<file path="config.mk">
export PLATFORM = sky130hd
export DESIGN_NAME = skid_buffer
export DESIGN_NICKNAME = d
export VERILOG_FILES = /design/src/rtl/pipe_pkg.sv /design/src/rtl/skid_buffer_ctrl.sv /design/src/rtl/skid_buffer.sv
export SDC_FILE = /design/constraint.sdc
export NUM_CORES = 1
export LEC_CHECK = 0
export ABC_AREA = 1
export CAP_MARGIN = 0
export CORE_UTILIZATION = 30
export DETAILED_ROUTE_END_ITERATION = 7
export MAX_ROUTING_LAYER = met4
export PLACE_DENSITY_LB_ADDON = 0.25
export SYNTH_ARGS = -nofsm -noshare
export SYNTH_HDL_FRONTEND = slang
export SYNTH_SLANG_ARGS = --single-unit
</file>
<file path="constraint.sdc">
create_clock -name clk -period 1.96 [get_ports clk]
set_input_delay 0.392 -clock clk [delete_from_list [all_inputs] [get_ports clk]]
set_output_delay 0.392 -clock clk [all_outputs]
set_load 0.1 [all_outputs]
</file>
<file path="src/rtl/pipe_pkg.sv">
// ============================================================================
// Module      : pipe_pkg
// Description : Shared pipeline types and constants for elastic stages.
// Revision    : 1.0 - initial release
// ============================================================================
`default_nettype none

package pipe_pkg;

    typedef enum logic [1:0] {
        SKID_EMPTY = 2'd0,
        SKID_BUSY  = 2'd1,
        SKID_FULL  = 2'd2
    } skid_state_t;

    localparam int SKID_DEPTH = 2;

endpackage

`default_nettype wire

</file>
<file path="src/rtl/skid_buffer_ctrl.sv">
// ============================================================================
// Module      : skid_buffer_ctrl
// Description : Occupancy FSM for the two-entry skid buffer; registered
//               handshake outputs plus datapath load/select strobes.
// Revision    : 1.0 - initial release
// ============================================================================
`default_nettype none

module skid_buffer_ctrl
    import pipe_pkg::*;
(
    input  logic clk,
    input  logic rst,
    input  logic flush,
    input  logic in_valid,
    input  logic out_ready,
    output logic in_ready,
    output logic out_valid,
    output logic load_main,
    output logic load_skid,
    output logic sel_skid
);

    skid_state_t r_state;
    skid_state_t w_next;
    logic        r_in_ready;
    logic        r_out_valid;
    logic        w_in_xfer;
    logic        w_out_xfer;

    assign w_in_xfer  = in_valid & r_in_ready;
    assign w_out_xfer = r_out_valid & out_ready;

    always_comb begin
        w_next = r_state;
        case (r_state)
            SKID_EMPTY: if (w_in_xfer) w_next = SKID_BUSY;
            SKID_BUSY: begin
                if (w_in_xfer && !w_out_xfer)      w_next = SKID_FULL;
                else if (!w_in_xfer && w_out_xfer) w_next = SKID_EMPTY;
            end
            SKID_FULL:  if (w_out_xfer) w_next = SKID_BUSY;
            default:    w_next = SKID_EMPTY;
        endcase
    end

    // Handshake outputs are registered copies of the next-state decode so the
    // upstream never sees a combinational path from out_ready.
    always_ff @(posedge clk) begin
        if (rst || flush) begin
            r_state     <= SKID_EMPTY;
            r_in_ready  <= 1'b1;
            r_out_valid <= 1'b0;
        end else begin
            r_state     <= w_next;
            r_in_ready  <= (w_next != SKID_FULL);
            r_out_valid <= (w_next != SKID_EMPTY);
        end
    end

    assign in_ready  = r_in_ready;
    assign out_valid = r_out_valid;
    assign sel_skid  = (r_state == SKID_FULL);
    assign load_main = !flush &&
                       (((r_state == SKID_EMPTY) && w_in_xfer) ||
                        ((r_state == SKID_BUSY)  && w_in_xfer && w_out_xfer) ||
                        ((r_state == SKID_FULL)  && w_out_xfer));
    assign load_skid = !flush && (r_state == SKID_BUSY) && w_in_xfer && !w_out_xfer;

endmodule

`default_nettype wire

</file>
<file path="src/rtl/skid_buffer.sv">
// ============================================================================
// Module      : skid_buffer
// Description : Two-entry elastic pipeline stage with fully registered
//               valid/ready handshake on both sides.
// Revision    : 1.0 - initial release
// ============================================================================
`default_nettype none

module skid_buffer
    import pipe_pkg::*;
#(
    parameter int                    WORD_WIDTH  = 32,
    parameter logic [WORD_WIDTH-1:0] RESET_VALUE = '0
) (
    input  logic                  clk,
    input  logic                  rst,
    input  logic                  flush,
    input  logic [WORD_WIDTH-1:0] in_data,
    input  logic                  in_valid,
    output logic                  in_ready,
    output logic [WORD_WIDTH-1:0] out_data,
    output logic                  out_valid,
    input  logic                  out_ready
);

    logic [WORD_WIDTH-1:0] r_main;
    logic [WORD_WIDTH-1:0] r_skid;
    logic [WORD_WIDTH-1:0] w_main_d;
    logic                  w_load_main;
    logic                  w_load_skid;
    logic                  w_sel_skid;

    skid_buffer_ctrl u_ctrl (
        .clk       (clk),
        .rst       (rst),
        .flush     (flush),
        .in_valid  (in_valid),
        .out_ready (out_ready),
        .in_ready  (in_ready),
        .out_valid (out_valid),
        .load_main (w_load_main),
        .load_skid (w_load_skid),
        .sel_skid  (w_sel_skid)
    );

    // Draining from FULL refills main from the skid; otherwise main takes input.
    assign w_main_d = w_sel_skid ? r_skid : in_data;

    always_ff @(posedge clk) begin
        if (rst || flush) begin
            r_main <= RESET_VALUE;
            r_skid <= RESET_VALUE;
        end else begin
            if (w_load_main) r_main <= w_main_d;
            if (w_load_skid) r_skid <= in_data;
        end
    end

    assign out_data = r_main;

endmodule

`default_nettype wire

</file>
# After elaboration in Yosys (flattened, before gate mapping)
# Cells that the tools add are included.
# totals
register_bits	68
output_inout_bits	34
# op_classes
n_eq_ne	3
n_mux	6
bitwise	2
reduce_logical	18
# op_table
operator	count
32-bit 2-to-1 mux	1
1-bit logical AND	10
2-bit 2-to-1 mux	4
2-bit one-hot mux with 3 select lines	1
1-bit zero test	3
1-bit logical OR	3
1-bit bitwise AND	2
2-bit by 1-bit == test with 1-bit output (second input constant)	1
2-bit == test (second input constant)	1
2-bit zero test	1
2-bit inequality test (second input constant)	1
2-bit nonzero test	1

# Depth between registers and ports, before layout
# Gate-level depths: netlist of run 1.
# depth
word_depth	7
depth_mapped	10

# Cells and area by module
# From an unflattened synthesis of run 1, not the netlist that was laid out.
# hier_totals
cells_unflattened	442
area_unflattened_um2	3114.2
# modules_own_cells
module	n_inst	cells_per_inst	area_each_um2
skid_buffer	1	416	2934.1
skid_buffer_ctrl	1	26	180.2

# Worst setup path before layout of run 1
# No wires, ideal clock.
# synth_timing
path_type	reg2reg
from	reg u_ctrl.r_out_valid (netlist: u_ctrl.out_valid)
to	reg r_main[0] (netlist: out_data[0])
setup_ps	117
arrival_ps	1868
required_ps	1843
slack_ps	-24
path_stages_with_launch	9
path_cell_list	dfxtp_1 > nand2_1 > o21ai_1 > nand2_1 > nor2_4 > buf_2 > nand2_1 > nand2_1 > nor2_1
# synth_between
elab_chain_cells	5
word_cells_on_any_way	6
classes_between	bitwise: 1; reduce/logical: 5
# synth_lines
element	line_no	text
from (decl)	skid_buffer_ctrl.sv:27	logic r_out_valid;
from (signal assigned)	skid_buffer_ctrl.sv:57	r_out_valid <= (w_next != SKID_EMPTY);
1-bit bitwise AND *	skid_buffer_ctrl.sv:32	assign w_out_xfer = r_out_valid & out_ready;
1-bit logical AND	skid_buffer_ctrl.sv:66	((r_state == SKID_BUSY) && w_in_xfer && w_out_xfer) ||
1-bit logical OR	skid_buffer_ctrl.sv:65	(((r_state == SKID_EMPTY) && w_in_xfer) ||
1-bit logical OR *	skid_buffer_ctrl.sv:66	
1-bit logical AND *	skid_buffer_ctrl.sv:64	assign load_main = !flush &&
to (signal assigned)	skid_buffer.sv:54	if (w_load_main) r_main <= w_main_d;
to (decl)	skid_buffer.sv:26	logic [WORD_WIDTH-1:0] r_main;
# Mark *: on every way between the ends. The rest lies on a longest branch, timed or not.
# A chain may end at the register's enable or synchronous reset.

# Final worst setup path of run 1
# layout_timing
from	in out_ready
to	reg r_main[22] (netlist: out_data[22])
# layout_between
elab_chain_cells	5
word_cells_on_any_way	6
classes_between	bitwise: 1; reduce/logical: 5
# layout_lines
element	line_no	text
from (decl)	skid_buffer.sv:23	input logic out_ready
1-bit bitwise AND *	skid_buffer_ctrl.sv:32	
1-bit logical AND	skid_buffer_ctrl.sv:66	
1-bit logical OR	skid_buffer_ctrl.sv:65	
1-bit logical OR *	skid_buffer_ctrl.sv:66	
1-bit logical AND *	skid_buffer_ctrl.sv:64	
# Marked as above.

==> run metrics, run 1 <==
most common cell after layout, fill and taps aside nand2_1; commonest non-fill, non-tap cells in the layout nand2_1 (170), nor2_1 (129), dfxtp_1 (67); library cells used by synthesis 17; CP max FO 36; Util after Layout 41.74%; fin area 3930 um2; post_cts resized 0; Final HPWL DP 4610 um; Synth top area share between 40% and 50%; # diodes 0; Starting Density 31.51%; FP Rows 35; R2R cell count 8; synth top area cells dfxtp_1 (46%), nand2_1 (22%), nor2_1 (16%), inv_1 (4.6%), o21ai_0 (4.6%); Critical R2R Capture out_data[10]; initial antenna violation count 0; Port Buffers 70; Post-Syn Area per Cell 6.299 um2; max-cap viol count 0; Most common cell on crit path nand2_1; RSZ-0062 raised after global routing false; detailed-route via count between 2000 and 3000; Critical Path, Cell by Cell clkdlybuf4s50_1 > nand2_1 > o21ai_1 > nand2_1 > nor2_4 > buf_12 > nand2_1 > nand2_1 > nor2_1; Post-CTS Hold Buffers 0; Post-CTS Setup Inserts 0; VDD IR max 366.8 uV; clk_lat worst skew between 300 and 400 ps; Overflow after GRT 0; min cycle time layout 1482 ps; Sink Count 68; Pre-Repair DR Iteration Count 4; Arr. time, crit path ~1700 ps; Power Dens Cells 783.9 nW/um2; maximum clock frequency 674.7 MHz; All-Layer GR Usage 14.89%; Die Y approximately 100 um; filler instances 992; clock buffer depth 2; CP startpoint out_ready; #FFs+latches synth 68; worst clock skew 8.076 ps; CP max stage delay approximately 480 ps; Post-Syn Area around 3000 um2; CP max stage cell clkdlybuf4s50_1; area leader, netlist dfxtp_1; root buffer cell clkbuf_8; Slew HR 59.06%; initial DRC count 118; Area Overhead vs Synth 32.48%; placed cell area 3749 um2; core area 9415 um2; wire per inst 10.38 um; CTS buffer count 9; flop-to-flop setup slack ~540 ps; Final nets 573; DIE AREA 10290 um2; H-tree levels 3; ANT nets after route 0; Hold WC Path Type register to register; final-report hold violation count 0; first-pass GRT wire length 11610 um; cell count after synthesis 471; outcome finished, final reports clean; Synth warnings 0; leakage power about 1.8 nW; Worst-path clk slew 70 ps; final worst path period share roughly 76%; R2R Path Start u_ctrl.r_state[1]; vias in the first global route 2551; Synth Net Count 508; die extent in x 101.4 um; largest net degree at the start of global routing 37; final setup violation count 0; Final TNS setup 0 ps; post-DR vias/cell 4.262; CTS tree yes; critical path capture point out_data[22]; WS Path Type input pin to register; Final Wtd Congestion 0.7307; drt total wl 6944 um; layout cells sized above 1 about 12%; sequential area share after synthesis a little under half; required time of the critical path between 2000 and 2500 ps; CP Capture Type register; Residual DRC 0; worst-margin pin slew 613.2 ps; Max Slew Vio Count 0; I/O pin count 71; Startpoint Class input pin
-- stage by stage --
stage,total power [mW],hold WS (ps),setup slack [ps],cells
final,3.081,484.2,477.8,669
after global routing,3.238,509.1,281.5,669
after global placement,2.014,463.4,121.6,654
after floorplan,1.838,454.6,16.58,471
after detailed placement,2.018,473.9,119.4,654
after CTS,3.128,488.4,489.6,669
-- worst min path at each step --
stage | startpoint | to | slack [ps] | cells past startpoint
after global placement | r_skid[5] | r_skid[5] | 460 | 2
final | out_data[18] | out_data[18] | 480 | 2
after floorplan | r_skid[0] | r_skid[0] | 450 | 2
after detailed placement | out_data[18] | out_data[18] | 470 | 2
after global routing | r_skid[22] | r_skid[22] | 510 | 2
after CTS | out_data[26] | out_data[26] | 490 | 2
-- logic make-up (layout without fill, tap and decap cells) --
kind of cell,after synthesis,in the layout,synth area share [%]
AND/OR/NAND/NOR,304,304,38.93
flip-flops,68,68,45.89
buffers and inverters,64,133,9.025
AO/OA/AOI/OAI,35,35,6.158
-- power by group --
| part | internal [mW] | switching [mW] | leakage, nW | total [mW] |
|---|---|---|---|---|
| logic | 0.186 | 0.363 | 1.16 | 0.549 |
| registers | 1.41 | 0.0183 | 0.551 | 1.43 |
| clock network | 0.577 | 0.522 | 0.0959 | 1.10 |
| total | 2.18 | 0.903 | 1.81 | 3.08 |
-- routing by layer --
metal	up-vias	GRT usage (%)	share of wire, %
met4	0	4.571	1.9
met5	-	-	0
met2	64	24.49	46
met1	1253	17.18	47
li1	1523	-	-
met3	11	4.900	5.1
-- critical path: cells and delay by family --
family / cells / cell delay, ps
buffers and inverters: 2 / 680
and+or+nand+nor: 6 / 530
AOI/OAI and AO/OA: 1 / 100
-- state kept, by name, indices dropped and copies added, names as in the netlist --
name,count
u_ctrl.out_valid,1
out_data,32
r_skid,32
u_ctrl.in_ready,1
u_ctrl.r_state,2
-- final cells by class --
| cell class | count | area (um2) | share of cell area, % |
|---|---|---|---|
| clock buffers | 10 | 127.6 | 3.247 |
| clock inverters | 5 | 53.80 | 1.369 |
| inverters | 39 | 146.4 | 3.725 |
| multi-input cells | 339 | 1345 | 34.22 |
| flip-flops and latches | 68 | 1363 | 34.67 |
| well taps | 129 | 161.4 | 4.107 |
| repair buffers | 79 | 733.2 | 18.66 |
-- Yosys cell counts --
master and count:
nor2_1 130, buf_4 3, o211ai_2 1, dfxtp_1 68, buf_1 3, inv_1 36
nor2_4 1, o21ai_1 6, o21ai_0 27, a21oi_1 1, nand3_1 1, nand4_1 1
nand2_2 1, nand2_1 170, buf_2 13, clkbuf_1 6, inv_2 3
(Power assumes the default switching activity.)
==> inputs of run 2 (changes only) <==
Clock period 1.96 ns to 1.2 ns, I/O delays scaled along.
==> run metrics, run 2 (same netlist as run 1, synthesis figures left out) <==
final worst path period share 106.0%; Max Slew Vio Count 0; post-DR vias/cell 4.144; FP Rows 35; DIE AREA approximately 10000 um2; pre-CTS setup slack -433.5 ps; Die Y 101.4 um; worst-margin pin slew 234.2 ps; root buffer cell clkbuf_8; CTS buffer count 9; clk_lat worst skew 330 ps; Sink Count 68; initial DRC count around 110; # diodes 0; maximum clock frequency 786.5 MHz; Hold WC Path Type input pin to register; CP max FO 34; CTS tree yes; most common cell after layout, fill and taps aside nand2_1; commonest non-fill, non-tap cells in the layout nand2_1 (165), nor2_1 (128), dfxtp_1 (58); All-Layer GR Usage 15.56%; I/O pin count 71; outcome complete, but fails checks; Startpoint Class register; initial antenna violation count 0; Starting Density 31.51%; Final Wtd Congestion between 0.7 and 0.8; H-tree levels 3; final setup violation count 54; final-report hold violation count 0; max-cap viol count 0; die extent in x 101.4 um; Final nets 590; Slew HR a little over four fifths; Worst-path clk slew approximately 70 ps; filler instances ~900; failing checks negative setup slack; Post-CTS Hold Buffers 0; Overflow after GRT 0; Arr. time, crit path roughly 1500 ps; Port Buffers 70; detailed-route via count between 2000 and 3000; fin worst setup slack -71.53 ps; ANT nets after route 0; RSZ-0062 raised after global routing true; leakage power a little over 2 nW; CP Capture Type register; required time of the critical path between 1000 and 1500 ps; Area Overhead vs Synth 59.26%; WS Path Type register to register; core area between 9000 and 10000 um2; Residual DRC 0; Util after Layout 50.18%; Power Dens Cells 1197 nW/um2; worst clock skew ~8.1 ps; wire per inst 10.48 um; clock buffer depth 2; Pre-Repair DR Iteration Count 4; largest net degree at the start of global routing 35; VDD IR max 613.2 uV; layout cells sized above 1 18.46%; first-pass GRT wire length 12200 um; drt total wl 7197 um; min cycle time layout between 1000 and 1500 ps; Final HPWL DP 4872 um; vias in the first global route 2659
==> run 2: final timing paths <==
check	startpoint	to	slack (ps)	cells past startpoint
setup reg to reg	u_ctrl.r_state[1]	out_data[15]	-70	7
setup / recovery	u_ctrl.r_state[1]	out_data[15]	-70	7
hold reg to reg	r_skid[1]	r_skid[1]	480	2
hold / removal	out_ready	u_ctrl.in_ready	470	4
==> run 2: power by group <==
group	total (mW)	leakage, nW	internal (mW)	switching (mW)
clock network	2.23	0.121	1.35	0.880
logic	1.06	1.40	0.441	0.620
registers	2.36	0.555	2.31	0.0532
==> run 2: critical path, stage by stage, from the launching register on <==
cell     delay (ps)
dfxtp_4         360
o21ai_2         150
nand2_2         100
nor2_4          170
buf_12          200
nand2_1          70
nand2_1          60
nor2_1           40
==> run 2: layer usage <==
metal,global-route usage [%],vias up,routed length (um)
met4,6.132,0,95
met1,19.70,1216,3485
met5,-,-,0
li1,-,1571,-
met2,24.39,53,3352
met3,3.037,7,262
==> run 2: final cells by class <==
type	instances	area, um2	area share, %
tap	129	161.4	3.416
clock inverter	5	81.33	1.721
inverter	39	153.9	3.257
timing repair buffer	96	1385	29.32
multi-input combinational	339	1399	29.61
clock buffer	11	162.7	3.443
sequential	68	1381	29.24
==> run 2: through the flow <==
stage	total power [mW]	instances	instance area, um2	setup TNS (ps)	hold WS, ps
after global routing	5.928	687	4725	-7020	493.1
final	5.656	687	4725	-1767	468.7
after CTS	5.698	682	4598	-1817	454.6
after global placement	3.449	666	4337	-25960	462.9
after floorplan	3.037	471	3070	-8783	385.6
after detailed placement	3.456	666	4337	-27390	472.9
==> run 2: repair_timing <==
action / in CTS / in global routing
resized for setup: 11 / 21
gates cloned: 0 / 4
setup endpoints to repair: 69 / 71
buffers inserted: 0 / 1
hold endpoints to repair: 0 / 0
pin swaps: 0 / 2
==> inputs of run 3 (changes only) <==
Settings changed: CORE_UTILIZATION 30 to 44.
==> run metrics, run 3 (same netlist as run 1, synthesis figures left out) <==
outcome complete, but fails checks; failing checks design-rule violations, negative setup slack; worst-margin pin slew roughly 190 ps; ANT nets after route 0; post-DR vias/cell 4.972; Port Buffers 70; maximum clock frequency 772.4 MHz; Most common cell on crit path nand2_2; CP max stage delay 380 ps; All-Layer GR Usage 22.08%; Starting Density 46.19%; RSZ-0062 raised after global routing true; max-cap viol count 0; Final nets 604; clock buffer depth 2; Power Dens Cells 1106 nW/um2; Sink Count 68; I/O pin count 71; final setup violation count 66; WS Path Type register to register; Max Slew Vio Count 0; Critical path buffers and inverters 2; most common cell after layout, fill and taps aside nand2_1; CP max FO 9; R2R Path Start u_ctrl.r_state[1]; Arr. time, crit path 1550 ps; wire per inst 13.76 um; largest net degree at the start of global routing 39; Final TNS setup -3082 ps; Critical Path, Cell by Cell o21ai_4 > nand2_2 > nor2_4 > buf_12 > clkbuf_16 > nand2_2 > nand2_1 > nor2_1; first-pass GRT wire length 12040 um; metal3 WL around 550 um; initial antenna violation count 0; Worst-path clk slew 80 ps; fin area 4956 um2; initial DRC count 225; Fin Hold WS around 380 ps; FP Rows 29; die extent in x 84.11 um; Hold WC Path Type input pin to register; Pre-Repair DR Iteration Count 6; top sig layer met4; required time of the critical path 1460 ps; Util after Layout 77.17%; Metal-1 WL 3682 um; min cycle time layout 1295 ps; CTS buffer count 9; Residual DRC 6; routed length on met2 roughly 4500 um; CP max stage cell dfxtp_4; fin worst setup slack -94.66 ps; Final Wtd Congestion between 0.7 and 0.8; CTS tree yes; H-tree levels 3; worst clock skew 9.248 ps; crit-path leading delay family flip-flops; core area between 6000 and 7000 um2; placed cell area 4299 um2; Final HPWL DP ~5000 um; Startpoint Class register; Die Y 84.11 um; Area Overhead vs Synth 67.06%; # diodes 0; drt total wl 8927 um; final worst path period share 107.9%; layout cells sized above 1 25.17%; Slew HR 87.49%; vias in the first global route about 2700; final-report hold violation count 0; clk_lat worst skew 360 ps; detailed-route via count about 3200; DIE AREA 7074 um2; root buffer cell clkbuf_8; Worst Hold Launch out_ready; commonest non-fill, non-tap cells in the layout nand2_1 (154), nor2_1 (123), dfxtp_1 (50); Overflow after GRT 0; VDD IR max 714.0 uV; CP Capture Type register; CP startpoint u_ctrl.r_state[1]; leakage power 2.207 nW
==> run 3: cell types whose count changed in the layout (fill, tap and decap cells not counted), sizes merged <==
cell	change
clkbuf	+7
clkdlybuf4s50	+1
clkinvlp	+1
clkinv	+1
dlymetal6s2s	-1
buf	+7
bufinv	-2
==> run 3: final cells by class <==
cell class                 instances  area, um2
clock buffer                      11      162.7
fill                             425       1466
sequential                        68       1391
timing repair buffer             110       1647
clock inverter                     5      33.78
tap                               77      96.34
multi-input combinational        339       1469
inverter                          39      156.4
==> run 3: worst paths after layout <==
path	endpoint	slack [ps]	cells after the start
worst min register to register	r_skid[31]	490	2
worst max register to register	out_data[30]	-90	8
worst min-delay path	u_ctrl.in_ready	380	3
worst max-delay path	out_data[30]	-90	8
==> run 3: worst register-to-register path, cell delays in order (launching register included) <==
cell and delay [ps]:
dfxtp_4 380, o21ai_4 140, nand2_2 90, nor2_4 110, buf_12 160, clkbuf_16 170, nand2_2 40, nand2_1 60
nor2_1 50
==> run 3: metrics by stage <==
step,setup WS [ps],power [mW],cells
after floorplan,-245.1,3.037,471
after global placement,-415.2,3.441,616
after detailed placement,-471.3,3.460,616
after CTS,-74.27,5.285,632
after global routing,-141.3,5.685,649
final,-94.66,5.483,649
==> run 3: routing by layer <==
| metal | up-vias | GRT usage [%] |
|---|---|---|
| met2 | 128 | 36.29 |
| met3 | 18 | 4.649 |
| met5 | - | - |
| li1 | 1607 | - |
| met4 | 0 | 10.82 |
| met1 | 1474 | 25.62 |
==> run 3: power breakdown <==
part | switching (mW) | internal, mW
Clock | 0.954 | 0.928
Combinational | 0.692 | 0.544
Sequential | 0.0563 | 2.31
Total | 1.70 | 3.78
==> run 3: timing repair <==
item / CTS / global route
pin swaps: 1 / 14
setup buffers: 0 / 5
setup endpoints to repair: 70 / 80
hold buffers: 0 / 0
hold endpoints to repair: 0 / 0
cloned: 0 / 12
resized for setup: 14 / 49
==> RTL edit 1: new RTL, settings of run 2 <==
Encoding of `skid_state_t`: now one-hot (3 bits for 3 states).
--- a/src/rtl/pipe_pkg.sv
+++ b/src/rtl/pipe_pkg.sv
@@ -9,6 +9,6 @@
 
-    typedef enum logic [1:0] {
-        SKID_EMPTY = 2'd0,
-        SKID_BUSY  = 2'd1,
-        SKID_FULL  = 2'd2
+    typedef enum logic [2:0] {
+        SKID_EMPTY = 3'b001,
+        SKID_BUSY  = 3'b010,
+        SKID_FULL  = 3'b100
     } skid_state_t;
Behaviour: no difference found for any inputs over 10 cycles, from zero or initial values; not proved beyond that.
==> RTL edit 1 against run 2 <==
  * The flow still finishes with violations (setup timing)
  * Sequential cell count increased by 1
  * Wire length increased by 21%
  * Final area increased by 2.4%
  * Highest routed layer unchanged
  * Global-route usage increased by 1.3 points
  * Fmax decreased by 2.1%
  * Clock skew increased by 1.5 ps
  * Setup slack got worse by 27 ps
  * Total power decreased by 7.8%
  * Synthesized area increased by 11%
==> RTL edit 1: results (changes against run 2) <==
Status
  • Status: finished, violations left (unchanged)
  • Failing checks: setup timing (unchanged)

Timing
  • Endpoints failing setup: 62 (was 54)
  • Final worst-path setup slack: -98.6 ps (was -71.5 ps)
  • Slew HR: 83.4% (was 84.4%)

Critical path
  • Slowest cell delay on critical path: 510 ps (was 360 ps)
  • WP data arrival: 1520 ps (was 1500 ps)
  • Critical path type: input port to flip-flop (was flip-flop to flip-flop)
  • Max stage delay cell, worst path: clkdlybuf4s50_1 (was dfxtp_4)
  • CP startpoint: out_ready (was u_ctrl.r_state[1])

Worst hold path
  • Hold Path Sink: u_ctrl.r_state[0] (was u_ctrl.in_ready)
  • Min-delay src: flush (was out_ready)

Placed design
  • Post-DP HPWL: 5940 microns (was 4870 microns)
  • GP Congestion: 0.757 (was 0.776)
  • Placed Cells incl. Taps: 682 (was 666)

Yosys
  • Top cells by area, synth: dfxtp_1, nand2_1, nand3_1 (was dfxtp_1, nand2_1, nor2_1)
  • Synth Area in Compound Gates: 10.4% (was 6.16%)
  • Synth top cells by count: nand2_1, dfxtp_1, nor2_1 (was nand2_1, nor2_1, dfxtp_1)
  • Synth Net Count: 528 (was 508)

Routing
  • 1st-iter DRT viols: 61 (was 105)

Pwr
  • Logic pwr share: 19.4% (was 18.8%)

Cells and area
  • Finished Layout Cells: 697 (was 687)
  • Fill cells: 1049 (was 925)

Global routing
  • Largest net degree at the start of global routing: 41 (was 35)
  • GRT Total Usage: 16.9% (was 15.6%)
  • Vias in the first global route: 3157 (was 2659)
  • First-pass GRT wire length: 15000 microns (was 12200 microns)
[RTL edit 1: layout make-up]
type	count	area (sq um)	area share, %
Multi-Input combinational cell	343	1590	32.8
Sequential cell	69	1410	29.1
Timing Repair Buffer	94	1340	27.6
Clock buffer	15	188	3.88
Tap cell	136	170	3.52
Inverter	40	150	3.10
[RTL edit 1: through the flow]
step / hold slack [ps] / utilization, % / setup WS (ps) / area (sq um)
CTS: 381 / 46.0 / -89.2 / 4810
detailed placement: 487 / 44.0 / -450 / 4600
global route: 395 / 46.2 / -194 / 4840
global placement: 475 / 44.0 / -431 / 4600
floorplan: 381 / - / -168 / 3350
finish: 396 / 46.2 / -98.6 / 4840
[RTL edit 1: metal layers]
metal / track usage, % / wire length, microns
met4: 6.26 / 108
met2: 28.8 / 4350
met5: - / 0
met1: 20.1 / 3920
met3: 2.61 / 350
[RTL edit 1: repair_timing]
action	CTS	global route
endpoints found under the setup margin	76	78
buffers inserted	0	0
gates resized for setup	11	11
hold buffers	0	0
==> RTL edit 2: new RTL, config.mk and constraints of run 2 <==
Without the edit above. `WORD_WIDTH`: 32 -> 16.
--- a/src/rtl/skid_buffer.sv
+++ b/src/rtl/skid_buffer.sv
@@ -11,3 +11,3 @@
 #(
-    parameter int                    WORD_WIDTH  = 32,
+    parameter int                    WORD_WIDTH  = 16,
     parameter logic [WORD_WIDTH-1:0] RESET_VALUE = '0
Interface: changed (resized in_data and out_data); port bits go from 71 to 39. The function was not compared with the original's and may differ.
==> RTL edit 2 against run 2 <==
  * The run still ends with setup timing left
  * Total power is 52% lower
  * Utilization decreased by 1.0 points
  * Wire length is 40% lower
  * Final area down 43%
  * Global-route usage fell by 0.26 points
  * Sequential cell count down 32
  * Fmax is 2.8% higher
  * Clock skew fell by 2.5 ps
  * Die area down 42%
  * Synthesized area shrank 43%
  * Critical endpoint is now out_data[2]
  * Setup slack better by 35 ps
  * Critical path type unchanged
==> RTL edit 2: results (changes against run 2) <==
Status
  • Status: finished, violations left (unchanged)
  • Failing checks: setup timing (unchanged)

Routing
  • 1st-iter DRT viols: 83 (was 105)
  • WL per Instance: 11.5 microns (was 10.5 microns)
  • DR vias/cell: 4.50 (was 4.14)

Critical path
  • RR Startpoint: u_ctrl.r_state[0] (was u_ctrl.r_state[1])
  • CP max FO: 8 (was 34)
  • WP data arrival: 1410 ps (was 1500 ps)

Yosys
  • Synth Instances: 254 (was 471)
  • Synth top cells by count: nand2_1, nor2_1, dfxtp_1 (unchanged)
  • Top cells by area, synth: dfxtp_1, nand2_1, nor2_1 (unchanged)

Clock tree
  • Inserted Clock Buffers: 5 (was 9)
  • H-tree depth: 2 (was 3)

Pwr
  • LEAKAGE: 1.16 nW (was 2.08 nW)

Cells and area
  • Finished Layout Cells: 376 (was 687)
  • Final Net Count: 324 (was 590)

Worst hold path
  • Hold crit path type: flip-flop to flip-flop (was input port to flip-flop)
  • Hold Path Sink: r_skid[0] (was u_ctrl.in_ready)
  • Min-delay src: r_skid[0] (was out_ready)

Placed design
  • GP Congestion: 0.731 (was 0.776)
  • Dpl ws: -456 ps (was -434 ps)

Timing
  • Final worst-path setup slack: -36.4 ps (was -71.5 ps)
  • Clock Skews: 5.62 ps (was 8.11 ps)
  • Endpoints failing setup: 14 (was 54)

Global routing
  • Vias in the first global route: 1509 (was 2659)
RTL edit 2: changes by cell type after synthesis, moves of 10 or more:
cell	delta
buf_2	-12
o21ai_0	-10
dfxtp_1	-32
inv_1	-14
nand2_1	-102
a21oi_1	+16
nand3_1	+18
nor2_1	-82
RTL edit 2: power by group:
part	internal, W	switching (W)	total (W)
logic	0.000257	0.000391	0.000648
registers	0.00122	0.0000277	0.00125
clock network	0.000404	0.000397	0.000801
RTL edit 2: per-layer routing:
layer	part of all wire [%]	up-vias	wire length (microns)	track usage (%)
li1	-	893	-	-
met1	46	752	1990	20.2
met2	48	42	2070	22.7
met3	4.6	4	196	3.65
met4	1.0	0	44	5.28
met5	0	-	0	-
RTL edit 2: kinds of logic (layout without fill, tap and decap cells):
group           after synthesis  after routing  synth area share, %
simple gates                142            145                 35.8
buf+inv                      40             87                 11.4
compound gates               36             36                 10.6
flops                        36             36                 42.3
RTL edit 2: worst max path at each step:
stage	end	cells after the start
2_1_floorplan	out_data[12]	8
3_3_place_gp	out_data[0]	8
3_5_place_dp	out_data[13]	8
4_1_cts	out_data[14]	7
5_1_grt	out_data[13]	7
6_report	out_data[2]	7
RTL edit 2: what timing repair did:
item                       in CTS  in global routing
pin swaps                       7                  6
setup endpoints to repair      32                 34
setup buffers                   1                  1
gates cloned                    3                  1
gates resized for setup        22                 44
RTL edit 2: final cells by class:
type,instances,area [sq um]
fillers,530,2800
multi-input cells,181,992
flip-flops and latches,36,731
repair buffers,52,698
inverters,27,116
well taps,72,90.1
clock buffers,7,76.3
clock inverters,1,3.75
RTL edit 2: worst register-to-register path: stages (launching register included):
cell     delay (ps)
dfxtp_2         360
inv_4            50
nor2_4          150
nand3_4         170
nand3_4         200
nand3_2          80
nand2_1          80
nor2_1           40
